File: config.mk
export PLATFORM = sky130hd
export DESIGN_NAME = tri_setup_scan
export DESIGN_NICKNAME = d
export VERILOG_FILES = /design/src/rtl/raster_pkg.sv /design/src/rtl/tri_setup_scan_edge_stepper.sv /design/src/rtl/tri_setup_scan.sv
export SDC_FILE = /design/constraint.sdc
export NUM_CORES = 2
export LEC_CHECK = 0
export CAP_MARGIN = 20
export CORE_UTILIZATION = 50
export CTS_CLUSTER_DIAMETER = 50
export DETAILED_ROUTE_END_ITERATION = 6
export GPL_TIMING_DRIVEN = 0
export MAX_ROUTING_LAYER = met4
export PLACE_DENSITY = 0.67
export SYNTH_ARGS = -nofsm -noshare
export SYNTH_HDL_FRONTEND = slang
export SYNTH_SLANG_ARGS = --single-unit
export TNS_END_PERCENT = 50
File: constraint.sdc
create_clock -name clk -period 11.4 [get_ports clk]
set_input_delay 2.28 -clock clk [delete_from_list [all_inputs] [get_ports clk]]
set_output_delay 2.28 -clock clk [all_outputs]
set_load 0.03 [all_outputs]
File: src/rtl/raster_pkg.sv
// Shared types, screen geometry and small helpers for the triangle traversal engine.
// Optional build macro used by the engine: RASTER_SKIP_HIDDEN_EN.
package raster_pkg;

    localparam int W  = 640;
    localparam int H  = 480;
    localparam int XW = 10;
    localparam int YW = 9;
    localparam int DW = 20;
    localparam int EW = DW + 3;

    typedef logic signed [EW-1:0] edge_t;

    typedef enum logic [2:0] {
        ST_IDLE   = 3'd0,
        ST_SETUP0 = 3'd1,
        ST_SETUP1 = 3'd2,
        ST_SCAN   = 3'd3,
        ST_DONE   = 3'd4
    } state_t;

    localparam logic [XW-1:0] X_LAST     = XW'(W - 1);
    localparam logic [YW-1:0] Y_LAST     = YW'(H - 1);
    localparam edge_t         EDGE_ZERO  = {EW{1'b0}};
    localparam edge_t         AREA_LIMIT = edge_t'({1'b1, {DW{1'b0}}});

    function automatic edge_t ext_x(input logic [XW-1:0] v);
        return edge_t'({{(EW-XW){1'b0}}, v});
    endfunction

    function automatic edge_t ext_y(input logic [YW-1:0] v);
        return edge_t'({{(EW-YW){1'b0}}, v});
    endfunction

    function automatic logic [XW-1:0] min3_x(input logic [XW-1:0] p, input logic [XW-1:0] q,
                                             input logic [XW-1:0] r);
        logic [XW-1:0] m;
        m = (p < q) ? p : q;
        return (m < r) ? m : r;
    endfunction

    function automatic logic [XW-1:0] max3_x(input logic [XW-1:0] p, input logic [XW-1:0] q,
                                             input logic [XW-1:0] r);
        logic [XW-1:0] m;
        m = (p > q) ? p : q;
        return (m > r) ? m : r;
    endfunction

    function automatic logic [YW-1:0] min3_y(input logic [YW-1:0] p, input logic [YW-1:0] q,
                                             input logic [YW-1:0] r);
        logic [YW-1:0] m;
        m = (p < q) ? p : q;
        return (m < r) ? m : r;
    endfunction

    function automatic logic [YW-1:0] max3_y(input logic [YW-1:0] p, input logic [YW-1:0] q,
                                             input logic [YW-1:0] r);
        logic [YW-1:0] m;
        m = (p > q) ? p : q;
        return (m > r) ? m : r;
    endfunction

    // A pixel is covered when no edge function is negative (edges themselves count as inside).
    function automatic logic inside_edges(input edge_t e0, input edge_t e1, input edge_t e2);
        return ~e0[EW-1] & ~e1[EW-1] & ~e2[EW-1];
    endfunction

endpackage

File: src/rtl/tri_setup_scan_edge_stepper.sv
// One incremental edge-function evaluator: holds the row-start value, the current value
// and the per-x / per-y increments, so the scan loop needs only adds and subtracts.
module edge_stepper
    import raster_pkg::*;
(
    input  logic  clk,
    input  logic  rst_n,
    input  logic  load,
    input  logic  step_x,
    input  logic  step_y,
    input  edge_t init_val,
    input  edge_t x_step,
    input  edge_t y_step,
    output edge_t cur_next
);

    edge_t row_q, row_d;
    edge_t cur_q, cur_d;
    edge_t xs_q,  xs_d;
    edge_t ys_q,  ys_d;

    // Next value: a new row restarts from the advanced row-start, a new column subtracts the x term.
    always_comb begin
        row_d = row_q;
        cur_d = cur_q;
        xs_d  = xs_q;
        ys_d  = ys_q;
        if (load) begin
            row_d = init_val;
            cur_d = init_val;
            xs_d  = x_step;
            ys_d  = y_step;
        end else if (step_y) begin
            row_d = row_q + ys_q;
            cur_d = row_q + ys_q;
        end else if (step_x) begin
            cur_d = cur_q - xs_q;
        end else begin
            cur_d = cur_q;
        end
    end

    // Edge state registers.
    always_ff @(posedge clk or negedge rst_n) begin
        if (!rst_n) begin
            row_q <= EDGE_ZERO;
            cur_q <= EDGE_ZERO;
            xs_q  <= EDGE_ZERO;
            ys_q  <= EDGE_ZERO;
        end else begin
            row_q <= row_d;
            cur_q <= cur_d;
            xs_q  <= xs_d;
            ys_q  <= ys_d;
        end
    end

    assign cur_next = cur_d;

endmodule

File: src/rtl/tri_setup_scan.sv
// Triangle setup and bounding-box raster scan producing per-pixel coverage and edge weights.
// Build option RASTER_SKIP_HIDDEN_EN: only covered pixels are presented downstream.
module tri_setup_scan
    import raster_pkg::*;
(
    input  logic          clk,
    input  logic          rst_n,
    input  logic          tri_valid,
    output logic          tri_ready,
    input  logic [XW-1:0] x0,
    input  logic [XW-1:0] x1,
    input  logic [XW-1:0] x2,
    input  logic [YW-1:0] y0,
    input  logic [YW-1:0] y1,
    input  logic [YW-1:0] y2,
    output logic          pix_valid,
    input  logic          pix_ready,
    output logic [XW-1:0] pix_x,
    output logic [YW-1:0] pix_y,
    output logic          visible,
    output logic [DW-1:0] ua,
    output logic [DW-1:0] va,
    output logic [DW-1:0] wa,
    output logic [DW-1:0] a,
    output logic          done
);

`ifdef RASTER_SKIP_HIDDEN_EN
    localparam logic SKIP_HIDDEN = 1'b1;
`else
    localparam logic SKIP_HIDDEN = 1'b0;
`endif

    state_t        state_q, state_d;
    logic          tri_ready_q, tri_ready_d;
    logic [XW-1:0] vx0_q, vx0_d, vx1_q, vx1_d, vx2_q, vx2_d;
    logic [YW-1:0] vy0_q, vy0_d, vy1_q, vy1_d, vy2_q, vy2_d;
    edge_t         dx0_q, dx0_d, dx1_q, dx1_d, dx2_q, dx2_d;
    edge_t         dy0_q, dy0_d, dy1_q, dy1_d, dy2_q, dy2_d;
    edge_t         area_q, area_d;
    logic [XW-1:0] xmin_q, xmin_d, xmax_q, xmax_d;
    logic [YW-1:0] ymin_q, ymin_d, ymax_q, ymax_d;
    logic [XW-1:0] px_q, px_d;
    logic [YW-1:0] py_q, py_d;
    logic          pix_valid_q, pix_valid_d;
    logic          visible_q, visible_d;
    logic [DW-1:0] ua_q, ua_d, va_q, va_d, wa_q, wa_d, a_q, a_d;
    logic          done_q, done_d;

    edge_t         ex0_s, ex1_s, ex2_s, ey0_s, ey1_s, ey2_s;
    edge_t         sdx0_s, sdx1_s, sdx2_s, sdy0_s, sdy1_s, sdy2_s, sarea_s;
    edge_t         exmin_s, eymin_s, init0_s, init1_s, init2_s;
    logic [XW-1:0] bxmin_s, bxmax_s, rxmin_s, rxmax_s;
    logic [YW-1:0] bymin_s, bymax_s, rymin_s, rymax_s;
    logic          load_s, step_x_s, step_y_s, rec_upd_s, end_scan_s, vis_s;
    edge_t         e0n_s, e1n_s, e2n_s;

    // Setup arithmetic: deltas, doubled signed area, clamped bbox and edge values at the bbox corner.
    always_comb begin
        ex0_s   = ext_x(vx0_q);
        ex1_s   = ext_x(vx1_q);
        ex2_s   = ext_x(vx2_q);
        ey0_s   = ext_y(vy0_q);
        ey1_s   = ext_y(vy1_q);
        ey2_s   = ext_y(vy2_q);
        sdx0_s  = ex2_s - ex1_s;
        sdy0_s  = ey2_s - ey1_s;
        sdx1_s  = ex0_s - ex2_s;
        sdy1_s  = ey0_s - ey2_s;
        sdx2_s  = ex1_s - ex0_s;
        sdy2_s  = ey1_s - ey0_s;
        sarea_s = (sdx2_s * (ey2_s - ey0_s)) - ((ex2_s - ex0_s) * sdy2_s);
        rxmin_s = min3_x(vx0_q, vx1_q, vx2_q);
        rxmax_s = max3_x(vx0_q, vx1_q, vx2_q);
        rymin_s = min3_y(vy0_q, vy1_q, vy2_q);
        rymax_s = max3_y(vy0_q, vy1_q, vy2_q);
        bxmin_s = (rxmin_s > X_LAST) ? X_LAST : rxmin_s;
        bxmax_s = (rxmax_s > X_LAST) ? X_LAST : rxmax_s;
        bymin_s = (rymin_s > Y_LAST) ? Y_LAST : rymin_s;
        bymax_s = (rymax_s > Y_LAST) ? Y_LAST : rymax_s;
        exmin_s = ext_x(xmin_q);
        eymin_s = ext_y(ymin_q);
        init0_s = (dx0_q * (eymin_s - ey1_s)) - (dy0_q * (exmin_s - ex1_s));
        init1_s = (dx1_q * (eymin_s - ey2_s)) - (dy1_q * (exmin_s - ex2_s));
        init2_s = (dx2_q * (eymin_s - ey0_s)) - (dy2_q * (exmin_s - ex0_s));
    end

    // Control FSM: next state, latched setup values, scan position and stepper commands.
    always_comb begin
        state_d    = state_q;
        vx0_d      = vx0_q;
        vx1_d      = vx1_q;
        vx2_d      = vx2_q;
        vy0_d      = vy0_q;
        vy1_d      = vy1_q;
        vy2_d      = vy2_q;
        dx0_d      = dx0_q;
        dx1_d      = dx1_q;
        dx2_d      = dx2_q;
        dy0_d      = dy0_q;
        dy1_d      = dy1_q;
        dy2_d      = dy2_q;
        area_d     = area_q;
        xmin_d     = xmin_q;
        xmax_d     = xmax_q;
        ymin_d     = ymin_q;
        ymax_d     = ymax_q;
        px_d       = px_q;
        py_d       = py_q;
        a_d        = a_q;
        load_s     = 1'b0;
        step_x_s   = 1'b0;
        step_y_s   = 1'b0;
        rec_upd_s  = 1'b0;
        end_scan_s = 1'b0;
        case (state_q)
            ST_IDLE: begin
                if (tri_valid) begin
                    vx0_d   = x0;
                    vx1_d   = x1;
                    vx2_d   = x2;
                    vy0_d   = y0;
                    vy1_d   = y1;
                    vy2_d   = y2;
                    state_d = ST_SETUP0;
                end else begin
                    state_d = ST_IDLE;
                end
            end
            ST_SETUP0: begin
                dx0_d   = sdx0_s;
                dx1_d   = sdx1_s;
                dx2_d   = sdx2_s;
                dy0_d   = sdy0_s;
                dy1_d   = sdy1_s;
                dy2_d   = sdy2_s;
                area_d  = sarea_s;
                xmin_d  = bxmin_s;
                xmax_d  = bxmax_s;
                ymin_d  = bymin_s;
                ymax_d  = bymax_s;
                state_d = ST_SETUP1;
            end
            ST_SETUP1: begin
                // Back-facing, degenerate or unrepresentable triangles produce no pixels.
                if ((area_q <= EDGE_ZERO) || (area_q >= AREA_LIMIT)) begin
                    state_d = ST_DONE;
                end else begin
                    load_s    = 1'b1;
                    rec_upd_s = 1'b1;
                    px_d      = xmin_q;
                    py_d      = ymin_q;
                    a_d       = area_q[DW-1:0];
                    state_d   = ST_SCAN;
                end
            end
            ST_SCAN: begin
                if (!pix_valid_q || pix_ready) begin
                    if ((px_q == xmax_q) && (py_q == ymax_q)) begin
                        end_scan_s = 1'b1;
                        state_d    = ST_DONE;
                    end else if (px_q == xmax_q) begin
                        step_y_s  = 1'b1;
                        rec_upd_s = 1'b1;
                        px_d      = xmin_q;
                        py_d      = py_q + YW'(1);
                    end else begin
                        step_x_s  = 1'b1;
                        rec_upd_s = 1'b1;
                        px_d      = px_q + XW'(1);
                    end
                end else begin
                    state_d = ST_SCAN;
                end
            end
            ST_DONE: begin
                state_d = ST_IDLE;
            end
            default: begin
                state_d = ST_IDLE;
            end
        endcase
        tri_ready_d = (state_d == ST_IDLE);
        done_d      = (state_q == ST_DONE);
    end

    edge_stepper u_edge0 (
        .clk      (clk),
        .rst_n    (rst_n),
        .load     (load_s),
        .step_x   (step_x_s),
        .step_y   (step_y_s),
        .init_val (init0_s),
        .x_step   (dy0_q),
        .y_step   (dx0_q),
        .cur_next (e0n_s)
    );

    edge_stepper u_edge1 (
        .clk      (clk),
        .rst_n    (rst_n),
        .load     (load_s),
        .step_x   (step_x_s),
        .step_y   (step_y_s),
        .init_val (init1_s),
        .x_step   (dy1_q),
        .y_step   (dx1_q),
        .cur_next (e1n_s)
    );

    edge_stepper u_edge2 (
        .clk      (clk),
        .rst_n    (rst_n),
        .load     (load_s),
        .step_x   (step_x_s),
        .step_y   (step_y_s),
        .init_val (init2_s),
        .x_step   (dy2_q),
        .y_step   (dx2_q),
        .cur_next (e2n_s)
    );

    // Output record: rebuilt whenever the scan position moves, otherwise held for backpressure.
    always_comb begin
        pix_valid_d = pix_valid_q;
        visible_d   = visible_q;
        ua_d        = ua_q;
        va_d        = va_q;
        wa_d        = wa_q;
        vis_s       = inside_edges(e0n_s, e1n_s, e2n_s);
        if (rec_upd_s) begin
            visible_d   = vis_s;
            ua_d        = vis_s ? e0n_s[DW-1:0] : {DW{1'b0}};
            va_d        = vis_s ? e1n_s[DW-1:0] : {DW{1'b0}};
            wa_d        = vis_s ? e2n_s[DW-1:0] : {DW{1'b0}};
            pix_valid_d = vis_s | ~SKIP_HIDDEN;
        end else if (end_scan_s) begin
            pix_valid_d = 1'b0;
        end else begin
            pix_valid_d = pix_valid_q;
        end
    end

    // State and output registers.
    always_ff @(posedge clk or negedge rst_n) begin
        if (!rst_n) begin
            state_q     <= ST_IDLE;
            tri_ready_q <= 1'b1;
            vx0_q       <= {XW{1'b0}};
            vx1_q       <= {XW{1'b0}};
            vx2_q       <= {XW{1'b0}};
            vy0_q       <= {YW{1'b0}};
            vy1_q       <= {YW{1'b0}};
            vy2_q       <= {YW{1'b0}};
            dx0_q       <= EDGE_ZERO;
            dx1_q       <= EDGE_ZERO;
            dx2_q       <= EDGE_ZERO;
            dy0_q       <= EDGE_ZERO;
            dy1_q       <= EDGE_ZERO;
            dy2_q       <= EDGE_ZERO;
            area_q      <= EDGE_ZERO;
            xmin_q      <= {XW{1'b0}};
            xmax_q      <= {XW{1'b0}};
            ymin_q      <= {YW{1'b0}};
            ymax_q      <= {YW{1'b0}};
            px_q        <= {XW{1'b0}};
            py_q        <= {YW{1'b0}};
            pix_valid_q <= 1'b0;
            visible_q   <= 1'b0;
            ua_q        <= {DW{1'b0}};
            va_q        <= {DW{1'b0}};
            wa_q        <= {DW{1'b0}};
            a_q         <= {DW{1'b0}};
            done_q      <= 1'b0;
        end else begin
            state_q     <= state_d;
            tri_ready_q <= tri_ready_d;
            vx0_q       <= vx0_d;
            vx1_q       <= vx1_d;
            vx2_q       <= vx2_d;
            vy0_q       <= vy0_d;
            vy1_q       <= vy1_d;
            vy2_q       <= vy2_d;
            dx0_q       <= dx0_d;
            dx1_q       <= dx1_d;
            dx2_q       <= dx2_d;
            dy0_q       <= dy0_d;
            dy1_q       <= dy1_d;
            dy2_q       <= dy2_d;
            area_q      <= area_d;
            xmin_q      <= xmin_d;
            xmax_q      <= xmax_d;
            ymin_q      <= ymin_d;
            ymax_q      <= ymax_d;
            px_q        <= px_d;
            py_q        <= py_d;
            pix_valid_q <= pix_valid_d;
            visible_q   <= visible_d;
            ua_q        <= ua_d;
            va_q        <= va_d;
            wa_q        <= wa_d;
            a_q         <= a_d;
            done_q      <= done_d;
        end
    end

    assign tri_ready = tri_ready_q;
    assign pix_valid = pix_valid_q;
    assign pix_x     = px_q;
    assign pix_y     = py_q;
    assign visible   = visible_q;
    assign ua        = ua_q;
    assign va        = va_q;
    assign wa        = wa_q;
    assign a         = a_q;
    assign done      = done_q;

endmodule

==> out/metrics.yaml <==
synth_area_sq_mm: 0.0683
antenna_left: 0
synth_area_leaders: "fa_1 28%, dfrtp_1 18%, ha_1 13%"
cp_max_fo: 10
insertion_delay_ns: 0.76
drc: 0
synthAdderAreaFrac_pct: 41.1
end_kind: "flip-flop"
hold-path-endpoint: "visible"
worst_pin_slew_ns: 1.23
muxShareOfSynthArea_pct: 0.859
critPathBufInv: 8
nFillCells: 12300
synthXorXnorAreaFrac_pct: 4.72
arrival_ns: 11.54
synth_compound_area_share_pct: 12.1
seq_area_frac_synth_pct: 17.8
clock_path_buffers: 3
max_slew_margin_pct: 17.9
period_share_pct: 95.9
finalWeightedCongestion: 1.01
wl_um: 239000
hold_path.class: "flip-flop to flip-flop"
holdWs_ns: 0.476
async_reset_ff_share_pct: 100
met1_usage_pct: 46.3
finalSetupViolCount: 0
vias: 55800
cp_top_family: "adder cells"
top_usage_layer: "met2"
die-area_sq_mm: 0.138
finalSetupTns_ns: 0
fp-row-count: 135
final_common_cell: "inv_1"
startpoint_type: "flip-flop"
worstSetupPathDepth: 38
drv_cap: 0
crit_required_ns: 12.00
grt_max_degree: 113
slowest_delay_ns: 0.70
die_height_um: 372
syn2layout_area_growth_pct: 10.9
ys_ff_latch: 487
min_period_ns: 10.94
wire_per_inst_um: 24.5
io_pins: 164
cts_max_level: 3
whs_path_depth: 2
ys_types: 90
netlist_instances: 7631
synth_edf_count: 0
fin_skew_ns: 0.104
cpMostUsedCell: "fa_1"
synth-simple-area-share_pct: 14.7
slowest_stage: "dfrtp_1"
syn-num-nets: 9354
hp-start: "visible"
r2r_cells: 38
antenna_found_initial: 8
hpwl_um: 198000
use_met2_pct: 56.4
avgViaCountPerCell: 5.71
synthFlopType: "dfrtp_1"
cts_buffers: 81
core-area_sq_mm: 0.135
grt_use_total_pct: 36.5
slew_viol_final: 0
r2r_start: "vy2_q[0]"
root_buffer: "clkbuf_16"
fp.dieW_um: 372
synth_top_area_share_pct: 28.4
cts_hold_buffers: 0
port_buffers: 163
grt_pass1_vias: 57500
yosys_warnings: 0
max_freq_ghz: 0.0914
grt.overflow.total: 0
cts.sinks: 487
final_hold_viol_count: 0
gr-usage-met3_pct: 6.51
status: "completed"
rr_endpoint: "ua[9]"
syn_avg_cell_area_sq_um: 8.95
drtIter0Drc: 4686
initial_core_util_pct: 50.4
clk_pin_slew_ns: 0.06
fin_nets: 9640
crit_type: "flip-flop to flip-flop"
drive_gt1_share_pct: 3.43
grt_pass1_wl_um: 361000
yosys.area.top_type: "fa_1"
final_cell_mix: "1295 x inv_1, 1024 x nand2_1, 969 x fa_1"
synth_top_family_by_area: "adder cells"
rrSetupSlack_ns: 0.46
first_pass_iters: 7
cts_tree: "yes"
[through the flow]
stage | cells | cell area (sq um) | setup slack (ns) | util (%)
2_1_floorplan | 7631 | 68300 | 2.61 | -
3_3_place_gp | 9575 | 72200 | -15.00 | 53.3
3_5_place_dp | 9604 | 72700 | 0.159 | 53.6
4_1_cts | 9753 | 75600 | 0.0885 | 55.8
5_1_grt | 9770 | 75800 | -0.00368 | 55.9
6_report | 9773 | 75800 | 0.463 | 55.9
[Yosys cell counts, types with 50 or more instances]
master / instances
xnor2_1: 249
mux2i_1: 53
o21bai_1: 59
nand2b_1: 118
a22o_1: 62
o21ai_0: 407
inv_1: 1297
nand2_1: 1024
fa_1: 969
ha_1: 693
and2_1: 284
a21o_1: 135
nor2_1: 373
a21oi_1: 323
nor3_1: 50
xor2_1: 119
nand3_1: 69
clkbuf_1: 240
nor2b_1: 94
dfrtp_1: 486
[worst register-to-register path, delay by kind of cell, from the launching register on]
kind	cells	cell delay, ns
flops	1	0.70
mux	1	0.49
simple gates	5	1.06
xor+xnor	1	0.17
compound gates	13	2.77
buf+inv	8	1.17
fa+ha+maj	10	4.46
[area by class of cell]
cell class	count	area, sq um	area share (%)
clock buffer	93	2130	2.81
antenna	9	22.5	0.0297
tap	1781	2230	2.94
inverter	1298	4880	6.44
multi-input combinational	5576	50300	66.4
buffer	270	1040	1.37
timing repair buffer	203	2140	2.83
sequential	487	12200	16.1
clock inverter	56	838	1.11
[per-layer routing]
layer,up-vias,routed length [um]
met4,0,13600
li1,25000,-
met5,-,0
met3,552,18600
met1,28100,98500
met2,2191,108000
[timing repair]
action / 4_1_cts / 5_1_grt
buffers inserted: 0 / 5
resized for setup: 0 / 7
hold endpoints to repair: 0 / 0
setup endpoints to repair: 0 / 61
[sequential cells by signal (all words and copies together) (netlist names), 11 cells and up]
signal and cells:
u_edge2.ys_q 11, u_edge2.row_q 23, u_edge0.cur_q 23, dx0_q 11
a 20, dx2_q 11, dx1_q 11, wa 20
u_edge1.row_q 23, va 20, area_q 22, u_edge1.ys_q 11
u_edge0.row_q 23, ua 20, u_edge2.cur_q 23, u_edge0.ys_q 11
u_edge1.cur_q 23
[how the worst max path moves through the flow]
stage / start / end / slack, ns
after floorplan: vy0_q[1] / ua[0] / 2.61
after global placement: rst_n / area_q[17] / -15.00
after detailed placement: vy2_q[1] / ua[5] / 0.16
after CTS: vy2_q[1] / ua[9] / 0.09
after global routing: ymin_q[0] / ua[9] / -0.004
final: vy2_q[0] / ua[9] / 0.46
[cells by family (layout without fill, tap and decap cells)]
| logic type | Yosys count | in the layout |
|---|---|---|
| and+or+nand+nor | 2177 | 2177 |
| other | 0 | 9 |
| AOI/OAI and AO/OA | 1311 | 1311 |
| xor gates and xnor gates | 368 | 368 |
| buffers and inverters | 1568 | 1920 |
| DFF | 487 | 487 |
| adders and majority gates | 1662 | 1662 |
| muxes | 58 | 58 |
Power is not shown: default switching activity piles up to over one toggle a cycle in this logic, so the estimate is an artifact.
